--- config.mk ---
export PLATFORM = sky130hd
export DESIGN_NAME = control_unit
export DESIGN_NICKNAME = d
export VERILOG_FILES = /design/src/rtl/control_unit.sv
export SDC_FILE = /design/constraint.sdc
export NUM_CORES = 1
export LEC_CHECK = 0
export CAP_MARGIN = 40
export CORE_ASPECT_RATIO = 1.4
export CORE_UTILIZATION = 32
export DETAILED_ROUTE_END_ITERATION = 8
export PLACE_DENSITY = 0.76
export SLEW_MARGIN = 20
export SYNTH_ARGS = -nofsm -noshare
export SYNTH_HDL_FRONTEND = slang
export SYNTH_SLANG_ARGS = --single-unit
--- constraint.sdc ---
create_clock -name clock -period 2.3 [get_ports clock]
set_input_delay 0.345 -clock clock [delete_from_list [all_inputs] [get_ports clock]]
set_output_delay 0.345 -clock clock [all_outputs]
set_load 0.005 [all_outputs]
--- src/rtl/control_unit.sv ---
// Multi-cycle control unit for a LEGv8-style datapath.
// Steps a FETCH / EXEC / LOADWB state machine and decodes the held instruction
// register into the 37-bit control word plus the 32-bit immediate k.
module control_unit #(
    parameter int CUL = 36
) (
    input  logic          clock,
    input  logic          reset,
    input  logic [31:0]   IR,
    input  logic [3:0]    status,
    output logic [CUL:0]  controlWord,
    output logic [31:0]   k
);

    typedef enum logic [3:0] {
        FETCH  = 4'd0,
        EXEC   = 4'd1,
        LOADWB = 4'd2
    } state_t;

    state_t      r_state;

    // Decoded control fields
    logic [4:0]  w_da;
    logic [4:0]  w_sa;
    logic [4:0]  w_sb;
    logic [4:0]  w_fs;
    logic        w_c0;
    logic        w_regWrite;
    logic        w_bSel;
    logic        w_memWrite;
    logic        w_memRead;
    logic [1:0]  w_dataSel;
    logic        w_sl;
    logic [1:0]  w_ps;
    logic        w_il;
    logic        w_addrSel;
    state_t      w_ns;
    logic [31:0] w_k;
    logic [36:0] w_word;

    // ALU operation shared by R-type and I-type arithmetic/logic instructions
    logic [4:0]  w_aluFs;
    logic        w_aluC0;
    logic        w_aluSl;

    // Branch condition evaluation
    logic        w_condTrue;
    logic        w_flagV;
    logic        w_flagC;
    logic        w_flagN;
    logic        w_flagZ;

    // Instruction class detection
    logic        w_isRType;
    logic        w_isIType;
    logic        w_isLdur;
    logic        w_isStur;
    logic        w_isB;
    logic        w_isCbz;
    logic        w_isCbnz;
    logic        w_isBcond;
    logic        w_isBr;

    // Sign-extended immediates for the memory and branch formats
    logic [31:0] w_kMem;
    logic [31:0] w_kCond;
    logic [31:0] w_kBranch;
    logic [31:0] w_kArith;

    assign w_isRType = IR[31] && (IR[28:25] == 4'b0101) && (IR[23:21] == 3'b000);
    assign w_isIType = IR[31] && ((IR[28:25] == 4'b1000) || (IR[28:25] == 4'b1001));
    assign w_isLdur  = (IR[31:21] == 11'b11111000010);
    assign w_isStur  = (IR[31:21] == 11'b11111000000);
    assign w_isB     = (IR[31:26] == 6'b000101);
    assign w_isCbz   = (IR[31:24] == 8'b10110100);
    assign w_isCbnz  = (IR[31:24] == 8'b10110101);
    assign w_isBcond = (IR[31:24] == 8'b01010100);
    assign w_isBr    = (IR[31:21] == 11'b11010110000);

    assign w_kMem    = {{23{IR[20]}}, IR[20:12]};
    assign w_kCond   = {{11{IR[23]}}, IR[23:5], 2'b00};
    assign w_kBranch = {{4{IR[25]}}, IR[25:0], 2'b00};
    assign w_kArith  = {20'b0, IR[21:10]};

    assign w_flagV = status[3];
    assign w_flagC = status[2];
    assign w_flagN = status[1];
    assign w_flagZ = status[0];

    // Map the {IR[30:29],IR[24]} op select onto function select, carry-in and flag load
    always_comb begin
        w_aluFs = 5'b00000;
        w_aluC0 = 1'b0;
        w_aluSl = 1'b0;
        case ({IR[30:29], IR[24]})
            3'b001: w_aluFs = 5'b01000;
            3'b011: begin w_aluFs = 5'b01000; w_aluSl = 1'b1; end
            3'b101: begin w_aluFs = 5'b01010; w_aluC0 = 1'b1; end
            3'b111: begin w_aluFs = 5'b01010; w_aluC0 = 1'b1; w_aluSl = 1'b1; end
            3'b000: w_aluFs = 5'b00000;
            3'b010: w_aluFs = 5'b00100;
            3'b100: w_aluFs = 5'b01100;
            3'b110: begin w_aluFs = 5'b00000; w_aluSl = 1'b1; end
            default: w_aluFs = 5'b00000;
        endcase
    end

    // Evaluate the ARM condition code in IR[3:0] against the registered flags
    always_comb begin
        w_condTrue = 1'b0;
        case (IR[3:0])
            4'b0000: w_condTrue = w_flagZ;
            4'b0001: w_condTrue = !w_flagZ;
            4'b0010: w_condTrue = w_flagC;
            4'b0011: w_condTrue = !w_flagC;
            4'b0100: w_condTrue = w_flagN;
            4'b0101: w_condTrue = !w_flagN;
            4'b0110: w_condTrue = w_flagV;
            4'b0111: w_condTrue = !w_flagV;
            4'b1000: w_condTrue = w_flagC && !w_flagZ;
            4'b1001: w_condTrue = !(w_flagC && !w_flagZ);
            4'b1010: w_condTrue = (w_flagN == w_flagV);
            4'b1011: w_condTrue = (w_flagN != w_flagV);
            4'b1100: w_condTrue = !w_flagZ && (w_flagN == w_flagV);
            4'b1101: w_condTrue = !(!w_flagZ && (w_flagN == w_flagV));
            default: w_condTrue = 1'b1;
        endcase
    end

    // Decode state and instruction into the individual control fields and next state
    always_comb begin
        w_da       = 5'd0;
        w_sa       = 5'd0;
        w_sb       = 5'd0;
        w_fs       = 5'd0;
        w_c0       = 1'b0;
        w_regWrite = 1'b0;
        w_bSel     = 1'b0;
        w_memWrite = 1'b0;
        w_memRead  = 1'b0;
        w_dataSel  = 2'b00;
        w_sl       = 1'b0;
        w_ps       = 2'b00;
        w_il       = 1'b0;
        w_addrSel  = 1'b0;
        w_ns       = FETCH;
        w_k        = 32'd0;
        case (r_state)
            FETCH: begin
                w_il      = 1'b1;
                w_ps      = 2'b01;
                w_memRead = 1'b1;
                w_ns      = EXEC;
            end
            EXEC: begin
                if (w_isRType) begin
                    w_da       = IR[4:0];
                    w_sa       = IR[9:5];
                    w_sb       = IR[20:16];
                    w_fs       = w_aluFs;
                    w_c0       = w_aluC0;
                    w_sl       = w_aluSl;
                    w_regWrite = 1'b1;
                end else if (w_isIType) begin
                    w_da       = IR[4:0];
                    w_sa       = IR[9:5];
                    w_fs       = w_aluFs;
                    w_c0       = w_aluC0;
                    w_sl       = w_aluSl;
                    w_bSel     = 1'b1;
                    w_regWrite = 1'b1;
                    w_k        = w_kArith;
                end else if (w_isLdur) begin
                    w_sa      = IR[9:5];
                    w_bSel    = 1'b1;
                    w_fs      = 5'b01000;
                    w_addrSel = 1'b1;
                    w_memRead = 1'b1;
                    w_k       = w_kMem;
                    w_ns      = LOADWB;
                end else if (w_isStur) begin
                    w_sa       = IR[9:5];
                    w_sb       = IR[4:0];
                    w_bSel     = 1'b1;
                    w_fs       = 5'b01000;
                    w_addrSel  = 1'b1;
                    w_memWrite = 1'b1;
                    w_k        = w_kMem;
                end else if (w_isB) begin
                    w_ps = 2'b10;
                    w_k  = w_kBranch;
                end else if (w_isCbz || w_isCbnz) begin
                    w_sa = IR[4:0];
                    w_sb = 5'd31;
                    w_fs = 5'b01000;
                    w_k  = w_kCond;
                    w_ps = ((w_isCbz && w_flagZ) || (w_isCbnz && !w_flagZ)) ? 2'b10 : 2'b00;
                end else if (w_isBcond) begin
                    w_k  = w_kCond;
                    w_ps = w_condTrue ? 2'b10 : 2'b00;
                end else if (w_isBr) begin
                    w_sa = IR[9:5];
                    w_ps = 2'b11;
                end
            end
            LOADWB: begin
                w_da       = IR[4:0];
                w_sa       = IR[9:5];
                w_bSel     = 1'b1;
                w_fs       = 5'b01000;
                w_addrSel  = 1'b1;
                w_memRead  = 1'b1;
                w_dataSel  = 2'b01;
                w_regWrite = 1'b1;
                w_k        = w_kMem;
            end
            default: w_ns = FETCH;
        endcase
    end

    assign w_word = {w_da, w_sa, w_sb, w_fs, w_c0, w_regWrite, w_bSel, w_memWrite,
                     w_memRead, w_dataSel, w_sl, w_ps, w_il, w_addrSel, w_ns, 1'b0};

    // Outputs are forced to zero for as long as reset is held low
    assign controlWord = reset ? w_word[CUL:0] : '0;
    assign k           = reset ? w_k : 32'd0;

    // Advance the state machine; reset drops straight back to FETCH
    always_ff @(posedge clock or negedge reset) begin
        if (!reset) begin
            r_state <= FETCH;
        end else begin
            r_state <= w_ns;
        end
    end

endmodule

==> key figures, run 1 <==
Die
  • Die footprint: 4760 um^2
  • Core ar.: 4274 um^2
  • Initial Util: 33.58%
  • Die W: 58.60 um
  • # rows: 28
  • Die height: 81.24 um
  • IO Pins: 107

Clock tree
  • Root Buffer: clkbuf_8
  • Worst-skew pair later-pin latency: 210 ps
  • CTS tree: done
  • H-Tree Depth: 1
  • Clock transition at path regs: 30 ps
  • Clock tree buffer depth: 2
  • Total CTS buffers: 3
  • Clk sinks: 2

Detailed routing
  • Routed Wire Length: 8703 um
  • Post-route ant nets: 0
  • Vias per cell: 5.777
  • Pre-Repair DR Iteration Count: 4
  • WL per Instance: 18.84 um
  • DRT iter0 DRCs: 168
  • Detailed-route via count: 2669
  • DRC violations left: 0

Synth
  • Mapped Cells: 217
  • Async S/R FF share, synth: 100.0%
  • Synth unique cells: 58
  • Warnings from Yosys: 0
  • Synthesis-stage register bit count: 2
  • Top cells by area, synth: a22oi_1, a21oi_1, buf_4, a221oi_1, nand2_1
  • Synth Area per Inst: 6.613 um^2
  • Number of synthesized flops with an enable pin: 0
  • Synth Flop Type: dfrtp_1
  • Mapped cell area: 1435 um^2
  • Post-synth top area share: 10.46%
  • Seq/Total Area, Yosys: 3.487%
  • Cell taking the most area after synthesis: a22oi_1

Timing
  • Clock Skews: 1.766 ps
  • Setup TNS: -2197 ps
  • Setup violators final: 35
  • Final-report hold violation count: 0
  • RSZ-0062 raised after global routing: yes
  • Setup WS post-layout: -179.8 ps
  • Achievable frequency: 403.3 MHz
  • Fin. max-slew vios: 0
  • Fin crit share: 107.8%
  • Tmin final: 2480 ps

Placement
  • Place WS: -1022 ps
  • DP Cell Count: 427
  • Post-DP HPWL: 5335 um
  • Port-buffer cells: 100
  • GPL Wtd Cong: 0.9569

Worst setup path
  • Crit path DAT: 2130 ps
  • Worst Path Required: 1960 ps
  • Maximum fanout along the worst path: 2
  • Critical path, cell by cell: buf_6 > or3b_4 > or4_4 > a2111o_1 > a311o_1 > a21oi_2 > buf_2
  • Crit Path Category: input port to primary output
  • Startpoint Class: input port
  • Crit path largest cell delay: 450 ps
  • Slowest stage cell, crit path: or4_4
  • CP Capture Type: primary output

GRT
  • GRT Overall Usage: 33.25%
  • Initial antenna violation count: 0
  • Vias in the first global route: 2743
  • Largest net degree at the start of global routing: 13
  • Gr ovfl total: 0
  • First-pass GRT wire length: 12390 um

Cells and area
  • Largest register FFs: 2
  • Fraction of layout cells with a size suffix above 1: 57.96%
  • Layout Nets: 446
  • ANT cells: 0
  • Non-Filler Instances: 462
  • Fin util: 81.12%
  • Largest regs: r_state x2
  • Area Growth Syn to Fin: 141.6%
  • Top reg by flops: r_state

Power and ir drop
  • Power per cell area: 150.7 nW/um^2
  • Flop pwr share: 6.9%
  • Logic pwr share: 67.0%
  • Power Total: 0.5224 mW
  • Switching power: 0.1989 mW
  • Clk pwr share: 26.1%
  • Pleak: 1.673 nW
  • Sw frac: 38.08%
  • Peak VDD IR: 0.2648 mV
  • Cell internal pwr: 0.3235 mW

Min path
  • Hold crit path type: input port to asynchronous set/reset pin

Flow run
  • Max-cap check violation count: 0

Status
  • Outcome: complete, but fails checks
  • Failing checks: negative setup slack
[cell usage after synthesis (all sizes together) (2+ instances only)]
master / number
nor2: 18
ha: 4
a21oi: 22
inv: 6
o21ai: 13
a221oi: 8
and2: 10
xnor2: 2
buf: 15
a32oi: 2
nand2: 18
o31ai: 3
and3: 2
clkbuf: 13
nor3: 6
dfrtp: 2
a22o: 6
and4bb: 2
nand2b: 2
nand3: 7
a22oi: 20
nor4: 4
xor2: 3
o41ai: 2
[stage by stage]
| step | area [um^2] | hold slack [ps] |
|---|---|---|
| 6_report | 3467 | 195.7 |
| 5_1_grt | 3467 | 214.8 |
| 4_1_cts | 3302 | 540.3 |
| 3_5_place_dp | 2952 | 698.6 |
| 3_3_place_gp | 2952 | 671.4 |
| 2_1_floorplan | 1463 | 49.41 |
[final cells by class]
cell class	count	area [um^2]
Fill cell	281	807.0
Timing Repair Buffer	205	1672
Multi-Input combinational cell	186	1607
Sequential cell	2	50.05
Clock buffer	3	41.29
Inverter	6	22.52
Tap cell	60	75.07
[metal layers]
layer	global-route usage [%]	vias to the layer above	part of all wire, %
li1	-	1189	-
met1	34.91	1279	36
met2	64.83	166	54
met3	3.025	35	6.5
met4	15.48	0	3.3
met5	0	-	0
[critical path: cells and delay by family]
kind | cells | cell delay, ps
buf+inv | 2 | 210
compound gates | 3 | 730
simple gates | 2 | 840
[worst paths after layout]
check | startpoint | to | slack (ps) | cells past startpoint
hold reg to reg | r_state[0] | r_state[0] | 660 | 2
hold / removal | reset | r_state[1] | 200 | 2
min in group clock | r_state[0] | r_state[0] | 660 | 2
max in group asynchronous | reset | r_state[0] | 1990 | 2
setup / recovery | IR[29] | controlWord[8] | -180 | 7
setup reg to reg | r_state[1] | r_state[1] | 1020 | 6
[power groups by stage]
stage | combinational [mW] | clock, mW | sequential (mW)
after floorplan | 0.0988 | 0 | 0.0362
after global placement | 0.270 | 0 | 0.0362
after detailed placement | 0.273 | 0 | 0.0362
after CTS | 0.310 | 0.141 | 0.0358
after global routing | 0.368 | 0.141 | 0.0359
final | 0.350 | 0.136 | 0.0359
[cell families after synthesis]
kind of cell               synth area share, %
DFF                                      3.487
muxes                                    1.569
other                                   0.2613
xor gates and xnor gates                 3.052
AOI/OAI and AO/OA                        43.59
buffers and inverters                    13.08
adders and majority gates                3.487
and+or+nand+nor                          31.47
[timing repair]
action / CTS / global route
cloned: 0 / 0
buffers inserted: 32 / 7
pin swaps: 40 / 41
hold buffers: 0 / 0
endpoints found under the setup margin: 60 / 52
gates resized for setup: 259 / 89
[placed cells by master (no fill, tap or decap), drive strengths merged, types with 2 or more instances in the layout]
cell type and count:
buf 148, clkdlybuf4s50 22, a21oi 22, a22oi 20, nor2 18, nand2 18, dlygate4sd2 15, o21ai 13
clkbuf 12, and2 10, a221oi 8, dlymetal6s2s 7, nand3 7, a22o 6, conb 6, inv 6
nor3 6, nor4 4, ha 4, clkdlybuf4s15 4, o31ai 3, xor2 3, a32oi 2, nand2b 2
dfrtp 2, and3 2, and4bb 2, o41ai 2, xnor2 2
Note: power is estimated with default switching activity, not from simulation.
==> run 2, diff against run 1 <==
--- a/config.mk
+++ b/config.mk
@@ -6,9 +6,12 @@
 export NUM_CORES = 1
 export LEC_CHECK = 0
 export CAP_MARGIN = 40
+export CELL_PAD_IN_SITES_DETAIL_PLACEMENT = 2
+export CELL_PAD_IN_SITES_GLOBAL_PLACEMENT = 2
 export CORE_ASPECT_RATIO = 1.4
-export CORE_UTILIZATION = 32
+export CORE_UTILIZATION = 15
 export DETAILED_ROUTE_END_ITERATION = 8
+export GPL_TIMING_DRIVEN = 0
 export PLACE_DENSITY = 0.76
 export SLEW_MARGIN = 20
 export SYNTH_ARGS = -nofsm -noshare
==> run 2 against run 1 <==
The run ends with design-rule violations, negative setup slack left. Sequential share of layout area shrank 0.051 points. Combinational power shrank 6.6%. Fmax shrank 5.6%. Highest routed layer unchanged.
==> key figures, run 2 (synthesis results as in run 1) <==
Power and ir drop
  • Pleak: 1.644 nW (-1.7%)
  • Power Total: 0.6241 mW (+19%)
  • Peak VDD IR: 0.2669 mV (+0.79%)
  • Power per cell area: 173.7 nW/um^2 (+15%)

Detailed routing
  • DRT iter0 DRCs: 101 (-40%)
  • Detailed-route via count: 2576 (-3.5%)
  • Post-route ant nets: 0 (unchanged)
  • Pre-Repair DR Iteration Count: 7 (+3)
  • Vias per cell: 5.279 (-8.6%)
  • DRC violations left: 5 (+5)
  • WL per Instance: 23.14 um (+23%)
  • Routed Wire Length: 11290 um (+30%)

Clock tree
  • Hold_buf cts: 0 (unchanged)
  • Root Buffer: clkbuf_16
  • Clk sinks: 2 (unchanged)
  • Clock tree buffer depth: 2 (unchanged)
  • CTS tree: done
  • Worst-skew pair later-pin latency: 220 ps (about the same)
  • Total CTS buffers: 3 (unchanged)
  • H-Tree Depth: 1 (unchanged)
  • Clock transition at path regs: 30 ps (about the same)

Timing
  • RSZ-0062 raised after global routing: yes
  • Setup violators final: 40 (+14%)
  • Achievable frequency: 380.6 MHz (-5.6%)
  • Setup TNS: -6875 ps (-4678 ps)
  • Worst-Margin Slew: 562.6 ps
  • Clock Skews: 2.594 ps (+0.8284 ps)
  • Tmin final: 2627 ps (+147.4 ps)
  • Setup WS post-layout: -327.2 ps (-147.4 ps)
  • Final-report hold violation count: 0 (unchanged)
  • Relative slew slack: 62.49%
  • Fin. max-slew vios: 0 (unchanged)
  • Fin crit share: 114.2% (+6.4 points)

Cells and area
  • Fillers: 1020 (+260%)
  • Top reg by flops: r_state
  • ANT cells: 0 (unchanged)
  • Commonest non-fill, non-tap cell in the layout: buf_4
  • Footprint of the multi-input gates: 1687 um^2 (+5.0%)
  • Highest-count cells in the layout ignoring fill and taps: buf_4, buf_6, buf_2
  • Fraction of layout cells with a size suffix above 1: 59.32% (+1.4 points)
  • Fin util: 39.35% (-42 points)
  • Area Growth Syn to Fin: 150.4%
  • Non-Filler Instances: 488 (+5.6%)
  • Largest regs: r_state x2
  • Largest register FFs: 2 (unchanged)
  • Layout Nets: 425 (-4.7%)
  • Register area: 50.05 um^2 (unchanged)

Status
  • Outcome: complete, but fails checks
  • Failing checks: design-rule violations, negative setup slack

GRT
  • First-pass GRT wire length: 16760 um (+35%)
  • GRT Overall Usage: 21.51% (-12 points)
  • Largest net degree at the start of global routing: 11 (-2)
  • Gr ovfl total: 0 (unchanged)
  • Initial antenna violation count: 0 (unchanged)
  • Vias in the first global route: 3010 (+9.7%)

Die
  • Die W: 84.67 um (+44%)
  • # rows: 41 (+46%)
  • Die footprint: 9968 um^2 (+110%)
  • Die height: 117.7 um (+45%)
  • Core ar.: 9131 um^2 (+110%)
  • IO Pins: 107 (unchanged)
  • Initial Util: 15.72% (-18 points)

Worst setup path
  • Worst Path Required: 1960 ps (about the same)
  • Crit Path Category: input port to primary output
  • Slowest stage cell, crit path: or4_4
  • Maximum fanout along the worst path: 3 (+1)
  • Critical path, cell by cell: clkbuf_16 > or3b_4 > or4_4 > a2111o_1 > a311o_1 > a21oi_2 > buf_2
  • Crit path DAT: 2280 ps (+150 ps)
  • Startpoint Class: input port
  • CP Buf/Inv Count: 2 (unchanged)
  • Top cell family by delay on the critical path: simple AND/OR/NAND/NOR gates
  • Crit path largest cell delay: 530 ps (+80 ps)
  • CP Capture Type: primary output

Placement
  • GPL Wtd Cong: 0.8345 (-13%)
  • Post-DP HPWL: 6742 um (+26%)
  • Port-buffer cells: 93 (-7.0%)
  • DP Cell Count: 423 (-0.94%)

Min path
  • Hold crit path type: input port to asynchronous set/reset pin

Flow run
  • Max-cap check violation count: 0 (unchanged)
==> run 2: path summary, 6_finish.rpt <==
kind / to / from / slack (ps) / depth (start not counted)
setup / recovery: controlWord[8] / IR[29] / -330 / 7
hold reg to reg: r_state[0] / r_state[0] / 730 / 2
max in group asynchronous: r_state[1] / reset / 2000 / 1
setup reg to reg: r_state[1] / r_state[1] / 990 / 6
hold / removal: r_state[0] / reset / 100 / 1
min in group clock: r_state[1] / IR[22] / 630 / 4
==> run 2: routing by layer <==
| metal | wire [um] | vias up | track usage [%] |
|---|---|---|---|
| met4 | 267 | 0 | 7.415 |
| met3 | 453 | 20 | 2.314 |
| met1 | 4129 | 1307 | 22.42 |
| met5 | 0 | - | 0 |
| met2 | 6439 | 100 | 43.14 |
| li1 | - | 1149 | - |
==> run 2: power breakdown <==
part | total (mW) | switching (mW) | internal (mW)
logic | 0.327 | 0.177 | 0.151
clock network | 0.261 | 0.0396 | 0.221
registers | 0.0360 | 0.000335 | 0.0357
==> run 2: cell type report <==
type / instances / share of cell area, %
Multi-Input combinational cell: 186 / 46.94
Timing Repair Buffer: 161 / 38.37
Tap cell: 107 / 3.726
Buffer: 23 / 6.859
Clock buffer: 3 / 2.089
Sequential cell: 2 / 1.393
Inverter: 6 / 0.6267
==> run 2: what timing repair did <==
action | in CTS | in global routing
pin swaps | 55 | 40
endpoints found under the setup margin | 63 | 54
buffers inserted | 55 | 13
resized for setup | 364 | 52
gates cloned | 3 | 0
==> run 2: per-stage QoR <==
step                      setup slack, ps  instance area [um^2]  hold WS (ps)
final                              -327.2                  3593         95.76
after global placement              -1395                  2527         557.8
after CTS                          -325.4                  3437         95.44
after floorplan                    -91.82                  1463         49.41
after detailed placement            -1498                  2539         561.2
after global routing               -371.4                  3593         105.5
==> run 3, diff against run 2 <==
--- a/config.mk
+++ b/config.mk
@@ -9,10 +9,11 @@
 export CELL_PAD_IN_SITES_DETAIL_PLACEMENT = 2
 export CELL_PAD_IN_SITES_GLOBAL_PLACEMENT = 2
 export CORE_ASPECT_RATIO = 1.4
-export CORE_UTILIZATION = 15
+export CORE_UTILIZATION = 27
 export DETAILED_ROUTE_END_ITERATION = 8
+export DONT_BUFFER_PORTS = 1
 export GPL_TIMING_DRIVEN = 0
-export PLACE_DENSITY = 0.76
+export PLACE_DENSITY = 0.73
 export SLEW_MARGIN = 20
 export SYNTH_ARGS = -nofsm -noshare
 export SYNTH_HDL_FRONTEND = slang
==> run 3 against run 2 <==
The flow finishes with violations (negative setup slack). Clock-buffer cell count is the same. Utilization shrank 2.9 points. Clock skew shrank 1.2 ps. Largest power group unchanged.
==> key figures, run 3 (synthesis results as in run 1) <==
Status
  • Outcome: complete, but fails checks
  • Failing checks: negative setup slack

Clock tree
  • Total CTS buffers: 3 (unchanged)
  • Clock tree buffer depth: 2 (unchanged)
  • Worst-skew pair later-pin latency: 210 ps (about the same)
  • H-Tree Depth: 1 (unchanged)
  • Clk sinks: 2 (unchanged)
  • Clock transition at path regs: 30 ps (about the same)
  • CTS tree: done
  • Root Buffer: clkbuf_8

Cells and area
  • Layout Nets: 279 (-34%)
  • Area Growth Syn to Fin: 30.86%
  • ANT cells: 0 (unchanged)
  • Highest-count cells in the layout ignoring fill and taps: buf_4, a22oi_1, a21oi_1
  • Footprint of the multi-input gates: 1376 um^2 (-18%)
  • Design area: 1878 um^2 (-48%)
  • Register area: 50.05 um^2 (unchanged)
  • Fraction of layout cells with a size suffix above 1: 29.36% (-30 points)
  • Largest regs: r_state x2
  • Commonest non-fill, non-tap cell in the layout: buf_4
  • Top reg by flops: r_state
  • Largest register FFs: 2 (unchanged)
  • Fillers: 620 (-39%)

Worst setup path
  • Startpoint Class: input port
  • CP Capture Type: primary output
  • Reg2Reg Depth: 5 (-1)
  • Crit path largest cell delay: 450 ps (-80 ps)
  • Crit path DAT: 2090 ps (-190 ps)
  • Slowest stage cell, crit path: or4_4
  • Worst Path Required: 1960 ps (about the same)
  • CP Buf/Inv Count: 1 (-1)
  • Maximum fanout along the worst path: 4 (+1)
  • Critical path, cell by cell: clkbuf_16 > or3b_4 > or4_4 > a2111o_1 > a311o_1 > a21oi_2
  • RR Endpoint: r_state[1]
  • Reg2reg start: r_state[1]
  • Top cell family by delay on the critical path: simple AND/OR/NAND/NOR gates
  • Crit Path Category: input port to primary output
  • R2r setup slk: 910 ps (-80 ps)

Min path
  • Worst Hold End: r_state[1]
  • Hold path depth: 2
  • Worst hold start: IR[22]
  • Hold crit path type: input port to register

Detailed routing
  • DRT iter0 DRCs: 60 (-41%)
  • DRC violations left: 0 (-5)
  • Routed Wire Length: 6696 um (-41%)
  • WL per Instance: 22.25 um (-3.8%)
  • Detailed-route via count: 1878 (-27%)
  • Vias per cell: 6.239 (+18%)
  • Post-route ant nets: 0 (unchanged)
  • Pre-Repair DR Iteration Count: 4 (-3)

Die
  • # rows: 31 (-24%)
  • Die W: 63.62 um (-25%)
  • Initial Util: 27.82% (+12 points)
  • Die height: 88.26 um (-25%)
  • Die footprint: 5615 um^2 (-44%)
  • IO Pins: 107 (unchanged)
  • Core ar.: 5159 um^2 (-44%)

Placement
  • Dpl cell area: 1556 um^2 (-39%)
  • GPL Wtd Cong: 0.8810 (+5.6%)
  • Post-DP HPWL: 5168 um (-23%)
  • Port-buffer cells: 0 (-100%)

Timing
  • Final-report hold violation count: 0 (unchanged)
  • Fin crit share: 105.8% (-8.4 points)
  • Worst-Margin Slew: 774.0 ps (+211.4 ps)
  • RSZ-0062 raised after global routing: yes
  • Relative slew slack: 47.97% (-15 points)
  • Fin. max-slew vios: 0 (unchanged)
  • Clock Skews: 1.413 ps (-1.182 ps)
  • Tmin final: 2434 ps (-192.9 ps)
  • Achievable frequency: 410.8 MHz (+7.9%)
  • Setup violators final: 1 (-98%)
  • Setup WS post-layout: -134.3 ps (+192.9 ps)

Power and ir drop
  • Pleak: 0.6876 nW (-58%)
  • Power Total: 0.3288 mW (-47%)
  • Power per cell area: 175.1 nW/um^2 (+0.82%)
  • Peak VDD IR: 0.2428 mV (-9.0%)

GRT
  • Largest net degree at the start of global routing: 11 (unchanged)
  • Gr ovfl total: 0 (unchanged)
  • Initial antenna violation count: 0 (unchanged)
  • Vias in the first global route: 1804 (-40%)
  • First-pass GRT wire length: 9632 um (-43%)
  • GRT Overall Usage: 21.71% (+0.20 points)

Flow run
  • Max-cap check violation count: 0 (unchanged)
run 3: per-stage QoR:
step	util (%)	setup TNS, ps	instances	setup WS [ps]	hold WS, ps
global route	36.41	-638.4	301	-179.3	334.8
CTS	33.40	-532.2	295	-158.3	325.6
detailed placement	30.17	-10660	289	-473.8	49.52
floorplan	-	-91.82	222	-91.82	49.41
finish	36.41	-134.3	301	-134.3	327.8
global placement	29.95	-13480	288	-551.5	49.50
run 3: repair_timing:
item                                    4_1_cts  5_1_grt
gates resized for setup                      25       39
setup buffers                                 3        6
pin swaps                                     5       11
endpoints found under the setup margin       44       41
endpoints found under the hold margin         2        0
hold buffers                                  1        0
run 3: worst reg2reg max path: stages (launching register included):
cell and delay, ps:
dfrtp_1 410, inv_1 100, ha_1 220, clkbuf_4 230, nand3_1 90, nor2_1 220
run 3: area by class of cell:
cell class | instances | area share [%]
Timing Repair Buffer | 11 | 4.530
Multi-Input combinational cell | 186 | 73.28
Clock buffer | 3 | 2.199
Sequential cell | 2 | 2.665
Inverter | 6 | 1.199
Tap cell | 66 | 4.397
Buffer | 27 | 11.73
run 3: worst max-delay path by stage:
stage | endpoint | cells past startpoint | slack, ps | from
finish | controlWord[8] | 6 | -130 | IR[29]
global route | controlWord[8] | 6 | -180 | IR[29]
CTS | controlWord[8] | 6 | -160 | IR[29]
detailed placement | k[28] | 7 | -470 | IR[31]
global placement | k[28] | 6 | -550 | IR[31]
floorplan | controlWord[8] | 6 | -90 | IR[24]
run 3: where the power goes:
part / total, mW / switching (mW) / internal, mW
clock network: 0.137 / 0.0268 / 0.111
logic: 0.156 / 0.0878 / 0.0677
registers: 0.0359 / 0.000196 / 0.0357
run 3: routing by layer:
metal | global-route usage (%) | vias up | share of wire, % | routed length (um)
met5 | 0 | - | 0 | 0
met2 | 41.01 | 68 | 54 | 3647
met1 | 24.81 | 947 | 40 | 2648
met4 | 5.372 | 0 | 0.48 | 32
met3 | 4.124 | 4 | 5.5 | 368
li1 | - | 859 | - | -
